[src/rtl/depkt_pkg.sv]
// Shared definitions for the receive-side frame parser: state encoding,
// error codes, default start-of-frame byte and the frame checksum rule.
package depkt_pkg;

  typedef enum logic [2:0] {
    ST_IDLE,
    ST_LEN,
    ST_PAYLOAD,
    ST_CSUM,
    ST_DRAIN
  } state_t;

  localparam logic [1:0] ERR_NONE     = 2'd0;
  localparam logic [1:0] ERR_BAD_LEN  = 2'd1;
  localparam logic [1:0] ERR_BAD_CSUM = 2'd2;
  localparam logic [1:0] ERR_TIMEOUT  = 2'd3;

  localparam logic [7:0] SOF_DEFAULT = 8'hA5;

  // LEN + payload + CSUM must wrap to zero; sum already holds LEN + payload.
  function automatic logic csum_ok(input logic [7:0] sum, input logic [7:0] csum_byte);
    logic [7:0] total;
    total = sum + csum_byte;
    return (total == 8'd0);
  endfunction

endpackage

[src/rtl/rx_frame_buf.sv]
// Payload staging buffer: register array with one synchronous write port and
// one asynchronous read port. Contents are not reset.
module rx_frame_buf #(
  parameter int DEPTH  = 16,
  parameter int AW     = 5,
  parameter int DATA_W = 8
) (
  input  logic              clk,
  input  logic              we,
  input  logic [AW-1:0]     waddr,
  input  logic [DATA_W-1:0] wdata,
  input  logic [AW-1:0]     raddr,
  output logic [DATA_W-1:0] rdata
);

  logic [DATA_W-1:0] mem [DEPTH];

  // Address decode by comparison keeps out-of-range pointer values harmless.
  always_ff @(posedge clk) begin
    for (int i = 0; i < DEPTH; i++) begin
      if (we && (waddr == AW'(i))) mem[i] <= wdata;
    end
  end

  always_comb begin
    rdata = '0;
    for (int i = 0; i < DEPTH; i++) begin
      if (raddr == AW'(i)) rdata = mem[i];
    end
  end

endmodule

[src/rtl/depacketizer_fsm.sv]
// Receive-side frame parser: hunts for SOF, checks length and checksum, and
// forwards only the payload of good frames to the RX FIFO write port.
module depacketizer_fsm import depkt_pkg::*; #(
  parameter int         MAX_LEN        = 16,
  parameter int         TIMEOUT_CYCLES = 10000,
  parameter logic [7:0] SOF            = SOF_DEFAULT
) (
  input  logic       clk,
  input  logic       rst_n,
  input  logic [7:0] rx_data,
  input  logic       rx_valid,
  input  logic       fifo_full,
  output logic       wr_en,
  output logic [7:0] fifo_wdata,
  output logic       frame_done,
  output logic       frame_err,
  output logic [1:0] err_code,
  output logic       rx_drop
);

  localparam int PW = $clog2(MAX_LEN + 1);
  localparam int CW = $clog2(TIMEOUT_CYCLES + 1);
  localparam logic [CW-1:0] TMO_LAST = CW'(TIMEOUT_CYCLES - 1);
  localparam logic [7:0]    LEN_MAX  = 8'(MAX_LEN);

  state_t        state;
  logic [PW-1:0] len;
  logic [PW-1:0] wr_ptr;
  logic [PW-1:0] rd_ptr;
  logic [7:0]    sum;
  logic [CW-1:0] tmo_cnt;

  logic          buf_we;
  logic [7:0]    buf_rdata;
  logic [PW-1:0] last_idx;
  logic          in_frame;
  logic          timeout_hit;

  rx_frame_buf #(
    .DEPTH  (MAX_LEN),
    .AW     (PW),
    .DATA_W (8)
  ) u_buf (
    .clk   (clk),
    .we    (buf_we),
    .waddr (wr_ptr),
    .wdata (rx_data),
    .raddr (rd_ptr),
    .rdata (buf_rdata)
  );

  assign buf_we     = (state == ST_PAYLOAD) && rx_valid;
  assign wr_en      = (state == ST_DRAIN) && !fifo_full;
  // Gated so the write-data bus sits at zero outside a drain, including reset.
  assign fifo_wdata = (state == ST_DRAIN) ? buf_rdata : 8'd0;
  assign last_idx   = len - PW'(1);
  assign in_frame   = (state == ST_LEN) || (state == ST_PAYLOAD) || (state == ST_CSUM);
  // A byte landing on the limit cycle wins over the timeout.
  assign timeout_hit = in_frame && !rx_valid && (tmo_cnt == TMO_LAST);

  always_ff @(posedge clk or negedge rst_n) begin
    if (!rst_n) begin
      state      <= ST_IDLE;
      len        <= '0;
      wr_ptr     <= '0;
      rd_ptr     <= '0;
      sum        <= 8'd0;
      tmo_cnt    <= '0;
      frame_done <= 1'b0;
      frame_err  <= 1'b0;
      err_code   <= ERR_NONE;
      rx_drop    <= 1'b0;
    end else begin
      frame_done <= 1'b0;
      frame_err  <= 1'b0;
      rx_drop    <= 1'b0;

      if (in_frame) tmo_cnt <= rx_valid ? '0 : tmo_cnt + CW'(1);

      if (timeout_hit) begin
        state     <= ST_IDLE;
        frame_err <= 1'b1;
        err_code  <= ERR_TIMEOUT;
        tmo_cnt   <= '0;
      end else begin
        case (state)
          ST_IDLE: begin
            if (rx_valid && (rx_data == SOF)) begin
              state   <= ST_LEN;
              tmo_cnt <= '0;
            end
          end

          ST_LEN: begin
            if (rx_valid) begin
              if ((rx_data == 8'd0) || (rx_data > LEN_MAX)) begin
                state     <= ST_IDLE;
                frame_err <= 1'b1;
                err_code  <= ERR_BAD_LEN;
              end else begin
                len    <= PW'(rx_data);
                sum    <= rx_data;
                wr_ptr <= '0;
                state  <= ST_PAYLOAD;
              end
            end
          end

          ST_PAYLOAD: begin
            if (rx_valid) begin
              sum    <= sum + rx_data;
              wr_ptr <= wr_ptr + PW'(1);
              if (wr_ptr == last_idx) state <= ST_CSUM;
            end
          end

          ST_CSUM: begin
            if (rx_valid) begin
              if (csum_ok(sum, rx_data)) begin
                rd_ptr <= '0;
                state  <= ST_DRAIN;
              end else begin
                state     <= ST_IDLE;
                frame_err <= 1'b1;
                err_code  <= ERR_BAD_CSUM;
              end
            end
          end

          ST_DRAIN: begin
            if (rx_valid) rx_drop <= 1'b1;
            if (wr_en) begin
              rd_ptr <= rd_ptr + PW'(1);
              if (rd_ptr == last_idx) begin
                frame_done <= 1'b1;
                state      <= ST_IDLE;
              end
            end
          end

          default: state <= ST_IDLE;
        endcase
      end
    end
  end

endmodule

[config.mk]
export PLATFORM = sky130hd
export DESIGN_NAME = depacketizer_fsm
export DESIGN_NICKNAME = d
export VERILOG_FILES = /design/src/rtl/depkt_pkg.sv /design/src/rtl/rx_frame_buf.sv /design/src/rtl/depacketizer_fsm.sv
export SDC_FILE = /design/constraint.sdc
export NUM_CORES = 1
export LEC_CHECK = 0
export ABC_AREA = 1
export CAP_MARGIN = 20
export CORE_MARGIN = 1.5
export CORE_UTILIZATION = 65
export DETAILED_ROUTE_END_ITERATION = 6
export PLACE_DENSITY = 0.83
export SKIP_CTS_REPAIR_TIMING = 1
export SYNTH_ARGS = -nofsm -noshare
export SYNTH_HDL_FRONTEND = slang
export SYNTH_SLANG_ARGS = --single-unit
[constraint.sdc]
create_clock -name clk -period 5.4 [get_ports clk]
set_input_delay 1.35 -clock clk [delete_from_list [all_inputs] [get_ports clk]]
set_output_delay 1.35 -clock clk [all_outputs]
set_load 0.05 [all_outputs]
==> impl_metrics.yaml <==
detailed_routing:
  ant_nets: 0
  viasPerCell: 5.925
  drt-wirelength-per-cell_um: 18.71
  drc: 0
  drtIter0Drc: 672
  via_count: 6275
  drt_wl_total_mm: 19.81
  firstDrtPassIters: 6
sta:
  worstMarginPinSlew_ns: 0.8095
  clock.fmax_mhz: 194.7
  finalSetupViolations: 0
  timing.final.crit_share: 0.9512
  fin_ws_ns: 0.2633
  rsz0062_at_grt: "no"
  fin_crit_ns: 5.137
  setup-tns-final_ns: 0
  maxSlewViolCount: 0
  hold_viol: 0
  slew_headroom: 0.4583
  skew_ns: 0.008628
layout:
  finalNonFillerCells: 1059
  antenna_cells: 0
  layout-drive-gt1-share: 0.09808
  area_growth_pct: 13.45
  nNetsFinal: 906
  final_util: 0.7513
  fill_cells: 844
placed_design:
  dp_hpwl_mm: 13.16
  dpl.cell_count: 1026
  dpl_worst_slack_ns: 0.4382
  port_buffers: 25
  gp_congestion: 0.9138
global_routing:
  grt_use_total: 0.3108
  grt_max_degree: 46
  antenna_found_initial: 0
  grt_pass1_vias: 6095
  grtUsageMet1: 0.4151
  grtUsageMet3: 0.05701
  grt_overflow: 0
  grt_pass1_wl_mm: 30.98
  grt.busiest_layer: "met2"
  met2_usage: 0.5110
pwr:
  pwr_density_cell_nw_per_um2: 427.7
  ir_drop_mv: 0.2823
  power_leakage_nw: 3.893
  finalPower_mw: 4.022
setup_path:
  critPathMaxFanout: 11
  endpoint_kind: "output port"
  crit_chain: "inv_1, ha_1, nand2_1, nor2_2, nand2_1, nand3_1, nand3_1, nand3_1, nand2_1, nand3_1, nand2_1, nand3_1, nand2_1, nand3_1, nand3_1, nand3_1, nand2_1, a21oi_1, dlymetal6s2s_1"
  crit_path_max_incr_delay_ns: 0.50
  crit_top_cell: "nand3_1"
  crit_family: "simple AND/OR/NAND/NOR gates"
  slowest_stage: "dlymetal6s2s_1"
  arrival_ns: 3.79
  path_class: "reg -> out"
  critPathLaunchType: "flop"
  worst-path-buf-inv: 2
  required_ns: 4.05
worst_hold_path:
  hold_path.class: "reg -> reg"
floorplan:
  design.core.area_um2: 12520
  die_x_um: 115.9
  ioPinCount: 26
  rows: 41
  die_area_um2: 13440
  start_util: 0.6622
  fp.dieH_um: 115.9
synthesis:
  netlist_area_um2: 8289
  synth_seq_cells: 173
  syn_area_per_cell_um2: 9.963
  synth_edf_count: 128
  synth_flop_cell: "edfxtp_1"
  synth_top_area_share: 0.4637
  yosysWarnings: 0
  ys_types: 46
  ys_seq_area_frac: 0.5995
  synthCells: 832
  synthesis.nets: 864
  synth_largest_area_cell: "edfxtp_1"
  async_reset_ff_frac: 0.2601
  synth_area_leaders: "edfxtp_1 (46%), dfrtp_1 (14%), nand2_1 (8.2%), nand3_1 (5.2%), inv_1 (4.8%)"
cts:
  clockBufferDepth: 2
  clk_pin_slew_ns: 0.06
  tritoncts: "built"
  cts.sinks: 173
  clock_latency_ns: 0.44
  clock-root-buffer: "clkbuf_16"
  cts_inserted_buffers: 17
  htree_levels: 4
status:
  status: "finished clean"
job:
  cap_violations: 0
state kept, by name (all words and copies together), names as in the netlist:
name and flops:
tmo_cnt 14, state 3, rx_drop 1, err_code 2, rd_ptr 5, sum 8
frame_done 1, u_buf.mem 128, wr_ptr 5, frame_err 1, len 5
stage by stage:
| stage | area (µm²) | hold slack, ns |
|---|---|---|
| after floorplan | 8289 | 0.4332 |
| after global placement | 8745 | 0.4510 |
| after detailed placement | 8745 | 0.4731 |
| after CTS | 9366 | 0.4892 |
| after global routing | 9404 | 0.5255 |
| final | 9404 | 0.4841 |
power by group:
part / switching, mW / internal, mW
clock network: 0.513 / 0.774
logic: 0.715 / 0.373
registers: 0.103 / 1.54
layout by cell type (no fill, tap or decap), drive strengths merged, types with 10 or more instances in the layout:
cell type and count:
a21oi 31, buf 10, clkbuf 18, clkdlybuf4s50 17, dfrtp 45, edfxtp 128, ha 19, inv 117
nand2 187, nand3 86, nor2 70, o21ai 57, or2 14, xor2 14
worst paths after layout:
kind	start	endpoint	slack [ns]	cells past startpoint
max reg2reg	state[2]$_DFFE_PN0P_	u_buf.mem[1][44]$_DFFE_PP_	2.32	9
min	len[1]$_DFFE_PN0P_	len[1]$_DFFE_PN0P_	0.48	2
min reg2reg	len[1]$_DFFE_PN0P_	len[1]$_DFFE_PN0P_	0.48	2
max	rd_ptr[1]$_DFFE_PN0P_	fifo_wdata[3]	0.26	19
max in group asynchronous	rst_n	tmo_cnt[8]$_DFF_PN0_	4.22	2
min in group asynchronous	rst_n	frame_err$_DFF_PN0_	0.73	1
area by class of cell:
cell class	instances	area, µm²	share of cell area
Clock buffer	18	429.2	0.04564
Clock inverter	14	192.7	0.02049
Inverter	116	440.4	0.04683
Multi-Input combinational cell	532	2814	0.2992
Sequential cell	173	4970	0.5285
Tap cell	172	215.2	0.02288
Timing Repair Buffer	34	342.8	0.03646
cells by family after synthesis:
logic type / count (synthesis) / share of synthesized area
buffers and inverters: 127 / 0.06098
xor gates and xnor gates: 20 / 0.02113
DFF: 173 / 0.5995
AOI/OAI and AO/OA: 111 / 0.07744
and+or+nand+nor: 381 / 0.2098
adders and majority gates: 20 / 0.03109
per-layer routing:
metal / up-vias / share of wire / routed length (µm)
met1: 3004 / 0.40 / 8000
met2: 332 / 0.49 / 9710
met5: - / 0 / 0
li1: 2885 / - / -
met4: 0 / 0.030 / 593
met3: 54 / 0.076 / 1508
tightest hold or removal path: stages (launching register included):
cell     delay (ns)
dfrtp_1        0.34
nand2_1        0.05
o21ai_0        0.06
synth_stat cells, drive strengths merged, types with 2 or more instances:
library cell  instances
a21oi                31
a221oi                4
a22o                  2
a22oi                 4
buf                   5
clkbuf                6
dfrtp                45
edfxtp              128
ha                   19
inv                 115
nand2               187
nand3                86
nand3b                2
nand4                 5
nor2                 70
nor3                  9
nor3b                 2
nor4                  5
o21ai                57
o21bai                3
o22ai                 3
o31ai                 3
or2                  14
xnor2                 6
xor2                 14
Power figures use the tool's default switching activity.
